[src/rtl/iopad_triout_pkg.sv]
// -----------------------------------------------------------------------------
// iopad_triout_pkg
//
// Shared definitions for the clocked tri-state output pad gate sequencer:
//   - per-channel mode encoding (MODE_PP / MODE_OD / MODE_OS / MODE_HIZ)
//   - per-channel drive state enum (OFF, HIGH, LOW, BREAK)
//   - target_decode(): combinational mapping of core inputs to the state
//     the channel wants to be in (never returns ST_BREAK)
// -----------------------------------------------------------------------------
package iopad_triout_pkg;

    // Per-channel mode field, two bits per channel on the top-level mode bus.
    localparam logic [1:0] MODE_PP  = 2'b00;  // push-pull
    localparam logic [1:0] MODE_OD  = 2'b01;  // open-drain (only pulls low)
    localparam logic [1:0] MODE_OS  = 2'b10;  // open-source (only pulls high)
    localparam logic [1:0] MODE_HIZ = 2'b11;  // forced hi-z

    // Channel drive state. ST_BREAK is the dead-time interval between a
    // high drive and a low drive (either direction); both gates are off.
    typedef enum logic [1:0] {
        ST_OFF   = 2'd0,
        ST_HIGH  = 2'd1,
        ST_LOW   = 2'd2,
        ST_BREAK = 2'd3
    } gate_state_e;

    // Decode the core-side request into the drive state the channel should
    // settle in. kill and a deasserted enable override everything else.
    function automatic gate_state_e target_decode(
        input logic       c2p,
        input logic       en,
        input logic [1:0] mode,
        input logic       kill
    );
        gate_state_e t;
        t = ST_OFF;
        if (kill || !en) begin
            t = ST_OFF;
        end else begin
            case (mode)
                MODE_PP:  t = c2p ? ST_HIGH : ST_LOW;
                MODE_OD:  t = c2p ? ST_OFF  : ST_LOW;
                MODE_OS:  t = c2p ? ST_HIGH : ST_OFF;
                MODE_HIZ: t = ST_OFF;
                default:  t = ST_OFF;
            endcase
        end
        return t;
    endfunction

endpackage : iopad_triout_pkg

[src/rtl/iopad_gate_seq.sv]
// -----------------------------------------------------------------------------
// iopad_gate_seq
//
// One pad channel: drive-state FSM plus dead-time counter. Converts the
// core request into PMOS (active-low) and NMOS (active-high) gate controls,
// inserting DEADTIME cycles with both drivers off on every reversal between
// high and low drive. Releasing the pad (target OFF) is never delayed.
//
// Ports:
//   clk_i     core clock
//   rst_ni    asynchronous active-low reset (channel OFF, gates released)
//   c2p_i     core data
//   en_i      core output enable
//   mode_i    channel mode (see iopad_triout_pkg MODE_*)
//   kill_i    synchronous global release
//   pgate_o   PMOS gate, 0 = drive pad high (registered)
//   ngate_o   NMOS gate, 1 = drive pad low (registered)
//   state_o   current drive state (registered), also the busy source
//
// Valid/ready: none. Inputs are sampled every rising edge; there is no
// handshake, the channel simply tracks its target subject to dead time.
// -----------------------------------------------------------------------------
module iopad_gate_seq
    import iopad_triout_pkg::*;
#(
    parameter int DEADTIME = 2   // 1..15
) (
    input  logic        clk_i,
    input  logic        rst_ni,
    input  logic        c2p_i,
    input  logic        en_i,
    input  logic [1:0]  mode_i,
    input  logic        kill_i,
    output logic        pgate_o,
    output logic        ngate_o,
    output gate_state_e state_o
);

    localparam int            CW       = $clog2(DEADTIME + 1);
    // The cycle spent entering BREAK counts as the first dead cycle, so the
    // counter starts one short of DEADTIME and the exit happens when it
    // reads zero.
    localparam logic [CW-1:0] CNT_LOAD = CW'(DEADTIME - 1);

    gate_state_e   target;
    gate_state_e   state_q, state_d;
    logic [CW-1:0] cnt_q,   cnt_d;
    logic          pgate_q, pgate_d;
    logic          ngate_q, ngate_d;

    assign target = target_decode(c2p_i, en_i, mode_i, kill_i);

    // -------------------------------------------------------------------------
    // State register. Gate outputs are flops too, reset straight to the
    // released encoding so both drivers are off from the moment rst_ni falls.
    // -------------------------------------------------------------------------
    always_ff @(posedge clk_i or negedge rst_ni) begin
        if (!rst_ni) begin
            state_q <= ST_OFF;
            cnt_q   <= '0;
            pgate_q <= 1'b1;
            ngate_q <= 1'b0;
        end else begin
            state_q <= state_d;
            cnt_q   <= cnt_d;
            pgate_q <= pgate_d;
            ngate_q <= ngate_d;
        end
    end

    // -------------------------------------------------------------------------
    // Next-state logic.
    // -------------------------------------------------------------------------
    always_comb begin
        state_d = state_q;
        cnt_d   = cnt_q;
        case (state_q)
            ST_OFF: begin
                // From OFF there is nothing to break: go straight to target.
                state_d = target;
            end
            ST_HIGH: begin
                if (target == ST_OFF) begin
                    state_d = ST_OFF;
                end else if (target == ST_LOW) begin
                    state_d = ST_BREAK;
                    cnt_d   = CNT_LOAD;
                end
            end
            ST_LOW: begin
                if (target == ST_OFF) begin
                    state_d = ST_OFF;
                end else if (target == ST_HIGH) begin
                    state_d = ST_BREAK;
                    cnt_d   = CNT_LOAD;
                end
            end
            ST_BREAK: begin
                // Only a release can cut the dead time short. A target that
                // swings back to the original side still waits it out, which
                // keeps the guarantee independent of input history.
                if (target == ST_OFF) begin
                    state_d = ST_OFF;
                    cnt_d   = '0;
                end else if (cnt_q == '0) begin
                    state_d = target;
                end else begin
                    cnt_d = cnt_q - CW'(1);
                end
            end
            default: begin
                state_d = ST_OFF;
                cnt_d   = '0;
            end
        endcase
    end

    // -------------------------------------------------------------------------
    // Output decode from the next state, captured by the output flops so the
    // pad-side controls come straight from registers.
    // -------------------------------------------------------------------------
    always_comb begin
        pgate_d = 1'b1;
        ngate_d = 1'b0;
        case (state_d)
            ST_HIGH: pgate_d = 1'b0;
            ST_LOW:  ngate_d = 1'b1;
            default: begin
                pgate_d = 1'b1;
                ngate_d = 1'b0;
            end
        endcase
    end

    assign pgate_o = pgate_q;
    assign ngate_o = ngate_q;
    assign state_o = state_q;

endmodule : iopad_gate_seq

[src/rtl/iopad_triout_seq.sv]
// -----------------------------------------------------------------------------
// iopad_triout_seq
//
// NCH-channel tri-state output pad gate sequencer. Each channel is an
// independent iopad_gate_seq with its own dead-time counter; nothing is
// shared between channels except clock, reset and the global kill.
//
// Ports:
//   clk      core clock
//   rst_n    asynchronous active-low reset
//   c2p      core data, one bit per channel
//   c2p_en   core output enable, one bit per channel
//   mode     two bits per channel, channel i at mode[2*i+1:2*i]
//   kill     synchronous global release, all channels off next edge
//   pgate    PMOS gate controls, active-low
//   ngate    NMOS gate controls, active-high
//   busy     channel is in its dead-time interval
// -----------------------------------------------------------------------------
module iopad_triout_seq
    import iopad_triout_pkg::*;
#(
    parameter int NCH      = 4,   // 1..32
    parameter int DEADTIME = 2    // 1..15
) (
    input  logic             clk,
    input  logic             rst_n,
    input  logic [NCH-1:0]   c2p,
    input  logic [NCH-1:0]   c2p_en,
    input  logic [2*NCH-1:0] mode,
    input  logic             kill,
    output logic [NCH-1:0]   pgate,
    output logic [NCH-1:0]   ngate,
    output logic [NCH-1:0]   busy
);

    // Per-channel drive state; a convenient probe point for checkers.
    gate_state_e ch_state [NCH];

    for (genvar i = 0; i < NCH; i++) begin : g_ch
        iopad_gate_seq #(
            .DEADTIME (DEADTIME)
        ) u_seq (
            .clk_i   (clk),
            .rst_ni  (rst_n),
            .c2p_i   (c2p[i]),
            .en_i    (c2p_en[i]),
            .mode_i  (mode[2*i +: 2]),
            .kill_i  (kill),
            .pgate_o (pgate[i]),
            .ngate_o (ngate[i]),
            .state_o (ch_state[i])
        );

        // busy is a pure decode of the state flop, so it carries no
        // combinational path from the core inputs.
        assign busy[i] = (ch_state[i] == ST_BREAK);
    end

endmodule : iopad_triout_seq

[config.mk]
export PLATFORM = sky130hd
export DESIGN_NAME = iopad_triout_seq
export DESIGN_NICKNAME = d
export VERILOG_FILES = /design/src/rtl/iopad_triout_pkg.sv /design/src/rtl/iopad_gate_seq.sv /design/src/rtl/iopad_triout_seq.sv
export SDC_FILE = /design/constraint.sdc
export NUM_CORES = 1
export LEC_CHECK = 0
export ABC_AREA = 1
export ABC_CLOCK_PERIOD_IN_PS = 1600
export BUFFER_PORTS_ARGS = -buffer_cell sky130_fd_sc_hd__buf_2
export CAP_MARGIN = 20
export CORE_MARGIN = 2
export CORE_UTILIZATION = 41
export DETAILED_ROUTE_END_ITERATION = 6
export PLACE_DENSITY = 0.68
export SLEW_MARGIN = 20
export SYNTH_ARGS = -nofsm -noshare
export SYNTH_HDL_FRONTEND = slang
export SYNTH_HIERARCHICAL = 1
export SYNTH_SLANG_ARGS = --single-unit
[constraint.sdc]
create_clock -name clk -period 1.6 [get_ports clk]
set_clock_uncertainty 0.1 [all_clocks]
set_input_delay 0 -clock clk [delete_from_list [all_inputs] [get_ports clk]]
set_output_delay 0 -clock clk [all_outputs]
set_load 0.1 [all_outputs]
## Word-level counts from Yosys, hierarchy flattened

Cells that the tools add are included.

- $add $sub $neg: 4
- Equality and inequality tests: 60
- Muxes and demuxes: 84
- Reduce and logical (&&, ||, !) cells: 32

Operators by type and width:

| operator | count |
|---|---|
| 2-to-1 mux 2 bit | 60 |
| case mux 2 bit (4 select lines) | 8 |
| == test 2 bit, second input constant | 24 |
| == test 2 x 1 -> 1 bit, second input constant | 16 |
| logical NOT 2 bit | 16 |
| case mux 2 bit (3 select lines) | 4 |
| AND reduction 6 bit | 4 |
| != test 2 x 1 -> 1 bit, second input constant | 8 |
| != test 2 bit, second input constant | 8 |
| 2-to-1 mux 1 bit | 12 |
| != test 3 x 2 -> 1 bit, second input constant | 4 |
| nonzero test 3 bit | 4 |
| subtractor 2 x 1 -> 2 bit, second input constant | 4 |
| logical NOT 1 bit | 4 |
| logical OR 1 bit | 4 |

- Logic and storage cells: 196
- Output and inout bits: 12
- Register bits: 24

## Logic depth before layout (Yosys ltp)

Gate-level depths: netlist (run 1).

- Word-level depth: 9
- Depth in mapped cells: 9
- Mapped depth without buffers: 9

## Cells and area by module

Netlist (run 1), hierarchy kept.

Modules (own cells, without submodules):

| module | cells each | area an instance (sq um) | sequential area each (sq um) | instances |
|---|---|---|---|---|
| iopad_gate_seq | 47 | 356.6 | 151.4 | 4 |
| iopad_triout_seq | 8 | 30.0 | 0.0 | 1 |

## Worst setup path before layout (run 1)

Ideal clock, no wire load.

- Path kind: register to register
- From: register g_ch[0].u_seq.cnt_q[0]
- To: register g_ch[0].u_seq.cnt_q[1]
- Path slack: 358 ps
- Stages on the path, launching flop included: 7
- Buffers on the path: 0
- Period minus slack after synthesis: 1,242 ps
- Data arrival time: 1,077 ps
- Path through: dfrtp_1 > inv_1 > ha_1 > or2_0 > a21oi_1 > nand3_1 > nand2_1

- Cells in the longest elaborated chain, start to end: 4
- Elaborated cells between the ends (all ways): 7
- Those cells by class: add/sub: 1; eq/ne: 1; mux: 3; reduce/logical: 2

Ends and longest elaborated chain:

| what | line | RTL |
|---|---|---|
| from (decl) | iopad_gate_seq.sv:47 | `logic [CW-1:0] cnt_q, cnt_d;` |
| from (signal assigned) | iopad_gate_seq.sv:65 | `cnt_q <= cnt_d;` |
| subtractor 2 x 1 -> 2 bit | iopad_gate_seq.sv:108 | `cnt_d = cnt_q - CW'(1);` |
| 2-to-1 mux 2 bit | iopad_gate_seq.sv:105 | `end else if (cnt_q == '0) begin` |
| 2-to-1 mux 2 bit | iopad_gate_seq.sv:102 | `if (target == ST_OFF) begin` |
| case mux 2 bit (3 select lines) | iopad_gate_seq.sv:77 | `case (state_q)` |

Parallel ways exist; a longest one is shown, timed or not. The select of a mux whose other input is x is not followed.
A chain may end at the register's enable or synchronous reset.

## Final worst setup path (run 1)

- From: register g_ch[2].u_seq.state_q[0]
- To: output port busy[2]

- Cells in the longest elaborated chain, start to end: 1

Ends and longest elaborated chain:

| what | line | RTL |
|---|---|---|
| from (decl) | iopad_gate_seq.sv:46 | `gate_state_e state_q, state_d;` |
| from (signal assigned) | iopad_gate_seq.sv:64 | `state_q <= state_d;` |
| == test 2 bit | iopad_triout_seq.sv:56 | `assign busy[i] = (ch_state[i] == ST_BREAK);` |
| to (decl) | iopad_triout_seq.sv:33 | `output logic [NCH-1:0] busy` |

Every way passes these cells.

==> results.cfg, run 1 <==
[power_and_ir_drop]
switching_share_pct = 27.5
power_w = 0.00141
seq_power_share_pct = 48.2
vdd_drop_max_uv = 597
p_per_area_nw_per_um2 = 745
p_leak_nw = 1.06
internal_power_w = 0.00102
switchingPower_w = 0.000389
clkPwrFrac_pct = 30.6
comb_power_share_pct = 21.2

[clocking]
cts_setup_buffers = 0
cts_tree = yes
cts.sinks = 24
clockBufferDepth = 2
cts_buffers = 3
clockRootBuffer = clkbuf_4
clkSlewWorstSetupHoldPaths_ps = 130
htree_levels = 1
clk_latency_ps = 310

[yosys]
synthesis.nets = 219
syn_area_sq_um = 1460
synthCells = 196
synth_xor_area_share_pct = 0
syn_avg_cell_area_sq_um = 7.43
synth_area_leader_cell = dfrtp_1
yosysTopAreaCellShare_pct = 34.4
synth_top_family_by_area = simple AND/OR/NAND/NOR gates
yosysUniqueCellTypes = 17
yosys_warnings = 6
yosys-mux-area-fraction_pct = 0
synth_fa_ha_area_share_pct = 3.44
yosys.area_share.simple_pct = 36.1
postSynthRegisterBits = 24
yosysSeqAreaShare_pct = 41.6
synth-compound-area-share_pct = 7.22
synthTopCellsByArea = dfrtp_1, nand2_1, inv_1

[floorplanning]
initial_utilization_pct = 43.3
rows = 21
die_y_microns = 63.6
core_area_sq_um = 3360
die_w_microns = 63.6
dieArea_sq_um = 4040
io_pins = 31

[finish]
layout-drive-gt1-share_pct = 28.2
finalCoreUtilization_pct = 56.4
final_common_cell = nand2_1
num_antenna_cells = 0
nNetsFinal = 272
fill_cells = 334
areaGrowthSynthToFinish_pct = 30.2
most-common-layout-cells = nand2_1, inv_1, buf_2, nand2_2, dfrtp_1

[sta]
max_freq_mhz = 728
hold_viol = 0
tightest_slew_ps = 524
tns_ps = 0
finalSetupViolCount = 0
relSlewSlack_pct = 65.0
period_share_pct = 85.9
whs_ps = 39.6
slew_violations = 0
fin_crit_ps = 1370
rsz0062_at_grt = no

[place]
routabilityCongestion = 0.808
post-dp-hpwl_mm = 2.04
port_buffers = 30

[outcome]
status = finished, final reports clean

[grt]
grt_pass1_vias = 1306
grt_pass1_wl_mm = 5.23
grt_usage_pct = 16.1
grt_max_degree = 25
overflow = 0
antenna_found_initial = 0

[worst_setup_path]
start_kind = register
cp-end-kind = output port
cp.arrival_ps = 1270
crit_type = register to output port
crit_required_ps = 1500
path_max_fanout = 5

[detailed_routing]
vias = 1311
ant_nets = 0
via_per_inst = 4.46
wl_per_cell_microns = 9.80
drt-total-wl_mm = 2.88
dr.pass1.iters = 4
drtIter0Drc = 46
drc_errors = 0

[hold_path]
hold_class = input port to register

[job]
maxCapViolations = 0
==> cells in the mapped netlist, drive strengths merged <==
master,n
nand3,8
dfstp,4
nor2,16
a21oi,4
dfrtp,20
o21ai,4
o31ai,4
ha,4
inv,40
o2111ai,4
nand2,76
clkinv,4
or2,4
nand4,4
==> per-layer routing <==
layer / share of wire (%) / GRT usage [%] / wire, microns / vias to the layer above
met5: 0 / 0 / 0 / -
met4: 1.4 / 4.35 / 40 / 0
met3: 3.4 / 3.21 / 99 / 4
met2: 49 / 28.0 / 1420 / 25
met1: 46 / 20.3 / 1320 / 583
li1: - / - / - / 699
==> area by class of cell <==
cell class                 count  area [sq um]  share of cell area, %
multi-input combinational    128           681                   35.9
sequential                    24           606                   31.9
timing repair buffer          48           330                   17.4
inverter                      44           170                   8.97
tap                           46          57.6                   3.03
clock inverter                 1          30.0                   1.58
clock buffer                   3          22.5                   1.19
==> worst paths after layout <==
kind	start	end	slack (ps)	cells past startpoint
hold reg to reg	g_ch[2].u_seq/cnt_q[1]	g_ch[2].u_seq/cnt_q[1]	390	2
min in group asynchronous	rst_n	g_ch[3].u_seq/cnt_q[0]	90	2
hold / removal	kill	g_ch[3].u_seq/pgate_o	40	3
setup / recovery	g_ch[2].u_seq/state_o[0]	busy[2]	230	3
setup reg to reg	g_ch[0].u_seq/cnt_q[0]	g_ch[0].u_seq/cnt_q[1]	260	6
max in group asynchronous	rst_n	g_ch[2].u_seq/pgate_o	950	2
==> per-stage QoR <==
stage | std cells | setup WS [ps] | area, sq um
final | 294 | 226 | 1900
after global routing | 294 | 109 | 1900
after CTS | 294 | 198 | 1900
after detailed placement | 272 | 271 | 1660
after global placement | 272 | 288 | 1660
after floorplan | 196 | 358 | 1460
==> power groups by stage <==
stage / Combinational [W] / Clock, W / Sequential [W]
after floorplan: 0.000152 / 0 / 0.000728
after global placement: 0.000261 / 0 / 0.000692
after detailed placement: 0.000267 / 0 / 0.000693
after CTS: 0.000301 / 0.000456 / 0.000681
after global routing: 0.000346 / 0.000482 / 0.000687
final: 0.000299 / 0.000432 / 0.000681
==> sequential cells by signal, indices dropped and copies added (netlist names) <==
| register | cells |
|---|---|
| g_ch.u_seq/cnt_q | 8 |
| g_ch.u_seq/ngate_o | 4 |
| g_ch.u_seq/pgate_o | 4 |
| g_ch.u_seq/state_o | 8 |
==> logic make-up after synthesis <==
| logic type | after synthesis |
|---|---|
| AND/OR/NAND/NOR | 108 |
| buffers and inverters | 44 |
| flip-flops | 24 |
| AO/OA/AOI/OAI | 16 |
| adder cells (fa/ha/maj) | 4 |
==> critical path, stage by stage, from the launching register on <==
cell	delay (ps)
dfrtp_1	430
nand2_1	70
inv_1	50
buf_2	410
==> repair_timing <==
| item | 4_1_cts | 5_1_grt |
|---|---|---|
| endpoints found under the hold margin | 40 | 0 |
| resized for setup | 0 | 0 |
| hold buffers | 18 | 0 |
Power figures use the tool's default switching activity.
==> run 2, diff against run 1 <==
- SYNTH_HIERARCHICAL: 1 -> default
==> results.cfg, run 2 <==
[power_and_ir_drop]
seq_power_share_pct = 50.7
switchingPower_w = 0.000355
vdd_drop_max_uv = 572
internal_power_w = 0.000929
comb_power_share_pct = 17.8
clkPwrFrac_pct = 31.5
p_per_area_nw_per_um2 = 734
p_leak_nw = 1.05
switching_share_pct = 27.6

[yosys]
yosys.area_share.simple_pct = 33.4
syn_area_sq_um = 1500
yosysUniqueCellTypes = 16
synthCells = 216
synthTopCellsByArea = dfrtp_1, nand2_1, inv_1
synthesis.nets = 239
synth-edff-count = 0
async_flop_share_pct = 100
synth_fa_ha_area_share_pct = 3.33
synth-compound-area-share_pct = 7.74
postSynthRegisterBits = 24
yosys_warnings = 0
yosysTopAreaCellShare_pct = 33.3
synth_top_family_by_area = simple AND/OR/NAND/NOR gates
synth_xor_area_share_pct = 0
yosys-mux-area-fraction_pct = 0
yosysMostFrequentCell = nand2_1
synth_common_cells = nand2_1, inv_1, nor2_1
synth_area_leader_cell = dfrtp_1
ys.flop_type = dfrtp_1
yosysSeqAreaShare_pct = 40.3
syn_avg_cell_area_sq_um = 6.96

[clocking]
cts_resized = 0
clockBufferDepth = 2
clk_latency_ps = 260
htree_levels = 1
clockRootBuffer = clkbuf_8
clkSlewWorstSetupHoldPaths_ps = 80
cts_setup_buffers = 0
cts_tree = yes
cts.sinks = 24
cts_hold_buf = 4
cts_buffers = 3

[detailed_routing]
dr.pass1.iters = 4
drc_errors = 0
vias = 1264
drtIter0Drc = 28
ant_nets = 0
wl_per_cell_microns = 8.88
drt-total-wl_mm = 2.61
via_per_inst = 4.30

[floorplanning]
dieArea_sq_um = 4170
rows = 22
die_y_microns = 64.6
io_pins = 31
die_w_microns = 64.6
core_area_sq_um = 3610
initial_utilization_pct = 41.7

[grt]
antenna_found_initial = 0
grt_usage_pct = 13.9
grt_pass1_wl_mm = 4.65
grt_pass1_vias = 1175
overflow = 0
grt_max_degree = 25

[sta]
period_share_pct = 88.9
finalSetupViolCount = 0
tns_ps = 0
rsz0062_at_grt = no
tightest_slew_ps = 535
max_freq_mhz = 703
relSlewSlack_pct = 64.3
hold_viol = 0
slew_violations = 0
fin_crit_ps = 1420

[finish]
most-common-layout-cells = nand2_1, inv_1, buf_2, nor2_1, dfrtp_1
areaGrowthSynthToFinish_pct = 16.3
layout-drive-gt1-share_pct = 23.6
nNetsFinal = 270
fin_cells = 294
num_antenna_cells = 0
final_common_cell = nand2_1

[place]
routabilityCongestion = 0.817
port_buffers = 30
post-dp-hpwl_mm = 2.07
place_inst = 286

[job]
maxCapViolations = 0

[worst_setup_path]
cp.arrival_ps = 1460
path_max_fanout = 3
crit_required_ps = 1640
cp-end-kind = register
crit_type = register to register
start_kind = register

[outcome]
status = finished, final reports clean

[hold_path]
hold_class = input port to register
==> run 2: cell count changes after synthesis, moves of 5 or more <==
cell,previous run,this run
a21oi_1,4,10
buf_4,0,8
inv_1,40,45
nor2_1,8,27
==> run 2: area by class of cell <==
| class | instances | area [sq um] |
|---|---|---|
| fill | 384 | 1860 |
| multi-input combinational | 139 | 669 |
| sequential | 24 | 606 |
| timing repair buffer | 34 | 190 |
| inverter | 45 | 169 |
| tap | 48 | 60.1 |
| clock buffer | 4 | 55.1 |
==> run 2: cells by family (layout without fill, tap and decap cells) <==
logic type,count (synthesis),in the layout
buf+inv,53,83
fa+ha+maj,4,4
flops,24,24
compound gates,18,18
simple gates,117,117
==> run 2: final timing paths <==
path                                   startpoint                        to  slack, ps  cells after the start
min reg2reg                g_ch[2].u_seq.cnt_q[1]    g_ch[2].u_seq.cnt_q[1]        380                      2
min                                     c2p_en[3]  g_ch[3].u_seq.state_o[0]         50                      5
max in group asynchronous                   rst_n     g_ch[2].u_seq.pgate_o        880                      2
min in group asynchronous                   rst_n  g_ch[0].u_seq.state_o[1]        150                      2
max                        g_ch[1].u_seq.cnt_q[0]     g_ch[1].u_seq.ngate_o        180                      9
max reg2reg                g_ch[1].u_seq.cnt_q[0]     g_ch[1].u_seq.ngate_o        180                      9
==> run 2: power groups by stage <==
stage                     Combinational, W  Sequential (W)  Clock (W)
final                             0.000229        0.000651   0.000405
after detailed placement          0.000224        0.000662          0
after CTS                         0.000232        0.000651   0.000419
after floorplan                   0.000171        0.000659          0
after global routing              0.000260        0.000655   0.000438
after global placement            0.000221        0.000662          0
==> run 2: layer usage <==
metal,wire (microns),GRT usage (%)
met1,1300,18.3
met3,123,2.78
met5,0,0
met2,1160,22.8
met4,27,4.79
==> run 2: worst max-delay path: stages (launching register included) <==
cell and delay (ps):
dfrtp_1 390, inv_1 80, ha_1 180, inv_1 40
nor2_1 210, nand2_2 80, nand2_1 60, nand2_1 50
nand2_2 70, nor2_1 40
==> run 2: metrics by stage <==
stage	area, sq um	worst slack [ps]	hold WS (ps)	total power [W]	utilization [%]
2_1_floorplan	1500	47.8	-396	0.000830	-
3_3_place_gp	1650	194	-91.3	0.000883	45.9
3_5_place_dp	1650	184	-87.2	0.000886	45.9
4_1_cts	1750	175	47.2	0.00130	48.5
5_1_grt	1750	30.2	62.8	0.00135	48.5
6_report	1750	177	45.7	0.00128	48.5
==> run 3, diff against run 2 <==
- CORE_UTILIZATION: 41 -> 54
- PLACE_DENSITY: 0.68 -> 0.84
==> results.cfg, run 3 (synthesis gave the netlist of run 2 again) <==
[outcome]
status = finished, final reports clean

[hold_path]
hp-start = mode[1]
min_to = g_ch[0].u_seq.state_o[0]
whs_path_depth = 6
hold_class = input port to register

[worst_setup_path]
reg2reg_from = g_ch[0].u_seq.cnt_q[0]
crit_type = input port to register
r2r_setup_slack_ps = 200
r2r_end = g_ch[0].u_seq.ngate_o
path_max_fanout = 4
crit_required_ps = 1730
reg2reg_depth = 9
start_kind = input port
cp-end-kind = register
cp.arrival_ps = 1640

[power_and_ir_drop]
vdd_drop_max_uv = 490
p_leak_nw = 1.06
p_per_area_nw_per_um2 = 758
power_w = 0.00132

[finish]
fill_cells = 254
most-common-layout-cells = nand2_1, inv_1, buf_2, nor2_1, dfrtp_1
finalCoreUtilization_pct = 64.5
nNetsFinal = 272
final_common_cell = nand2_1
num_antenna_cells = 0
layout-drive-gt1-share_pct = 23.8
areaGrowthSynthToFinish_pct = 16.2

[floorplanning]
io_pins = 31
dieArea_sq_um = 3220
initial_utilization_pct = 55.5
die_y_microns = 56.8
die_w_microns = 56.8
core_area_sq_um = 2710
rows = 19

[place]
post-dp-hpwl_mm = 2.07
port_buffers = 30
routabilityCongestion = 0.842

[sta]
period_share_pct = 94.4
fin_crit_ps = 1510
finalSetupViolCount = 0
rsz0062_at_grt = no
relSlewSlack_pct = 66.5
slew_violations = 0
tightest_slew_ps = 502
hold_viol = 0
tns_ps = 0
max_freq_mhz = 662

[clocking]
cts_tree = yes
clockRootBuffer = clkbuf_4
clockBufferDepth = 2
clk_latency_ps = 320
cts_setup_buffers = 0
cts_buffers = 3
htree_levels = 1
clkSlewWorstSetupHoldPaths_ps = 130
cts.sinks = 24

[detailed_routing]
vias = 1284
drt-total-wl_mm = 2.64
drc_errors = 0
drtIter0Drc = 30
via_per_inst = 4.60
ant_nets = 0
dr.pass1.iters = 4
wl_per_cell_microns = 9.46

[grt]
grt_pass1_vias = 1255
antenna_found_initial = 0
grt_max_degree = 25
grt_pass1_wl_mm = 4.79
grt_usage_pct = 18.7
overflow = 0

[job]
maxCapViolations = 0
==> run 3: cell types whose count changed in the layout (fill, tap and decap cells not counted) <==
cell           before  now
clkbuf_8            4    0
clkbuf_4            0    3
dlygate4sd3_1       4    6
bufinv_16           0    1
nor2_1             27   26
nor2_2              1    2
==> run 3: report_power, final <==
group / switching (W) / leakage, nW / internal, W
sequential: 0.0000146 / 0.303 / 0.000637
combinational: 0.000158 / 0.726 / 0.0000765
clock: 0.000185 / 0.0279 / 0.000254
==> run 3: per-stage QoR <==
| stage | worst slack (ps) | area (sq um) | hold slack [ps] | instances |
|---|---|---|---|---|
| global route | 9.30 | 1750 | 15.5 | 279 |
| CTS | 92.3 | 1750 | 0.633 | 279 |
| floorplan | 47.8 | 1500 | -396 | 216 |
| detailed placement | 148 | 1630 | -94.1 | 269 |
| finish | 89.1 | 1750 | 5.47 | 279 |
| global placement | 218 | 1630 | -101 | 269 |
==> run 3: worst max-delay path: stages <==
cell and delay [ps]:
dlygate4sd3_1 520, buf_2 100, inv_1 40, nor2_2 160, nand2_2 80, dlygate4sd3_1 600, o31ai_4 80, nor2_1 60
==> run 3: cell type report <==
cell class	instances	area (sq um)	area share, %
multi-input cells	139	672	38.4
flip-flops and latches	24	606	34.6
repair buffers	36	210	12.0
inverters	45	169	9.66
well taps	31	38.8	2.22
clock inverters	1	30.0	1.72
clock buffers	3	22.5	1.29
==> run 3: worst max-delay path by stage <==
stage                                        start                     end  slack [ps]
after global placement      g_ch[2].u_seq.cnt_q[0]   g_ch[2].u_seq.ngate_o         220
after detailed placement    g_ch[3].u_seq.cnt_q[0]  g_ch[3].u_seq.cnt_q[0]         150
final                                    c2p_en[3]   g_ch[3].u_seq.ngate_o          90
after CTS                                c2p_en[3]   g_ch[3].u_seq.ngate_o          90
after global routing                     c2p_en[3]   g_ch[3].u_seq.pgate_o           9
after floorplan           g_ch[1].u_seq.state_o[0]  g_ch[1].u_seq.cnt_q[1]          50
==> run 3: layer usage <==
layer / up-vias / global-route usage, % / share of wire (%)
met4: 0 / 8.97 / 2.4
met3: 6 / 0.691 / 3.9
met2: 34 / 32.1 / 45
li1: 698 / - / -
met1: 546 / 24.2 / 49
met5: - / 0 / 0
==> run 3: repair_timing <==
action                                  CTS  global route
hold endpoints to repair                 27             0
hold buffers                              6             0
endpoints found under the setup margin    0             2
resized for setup                         0             1
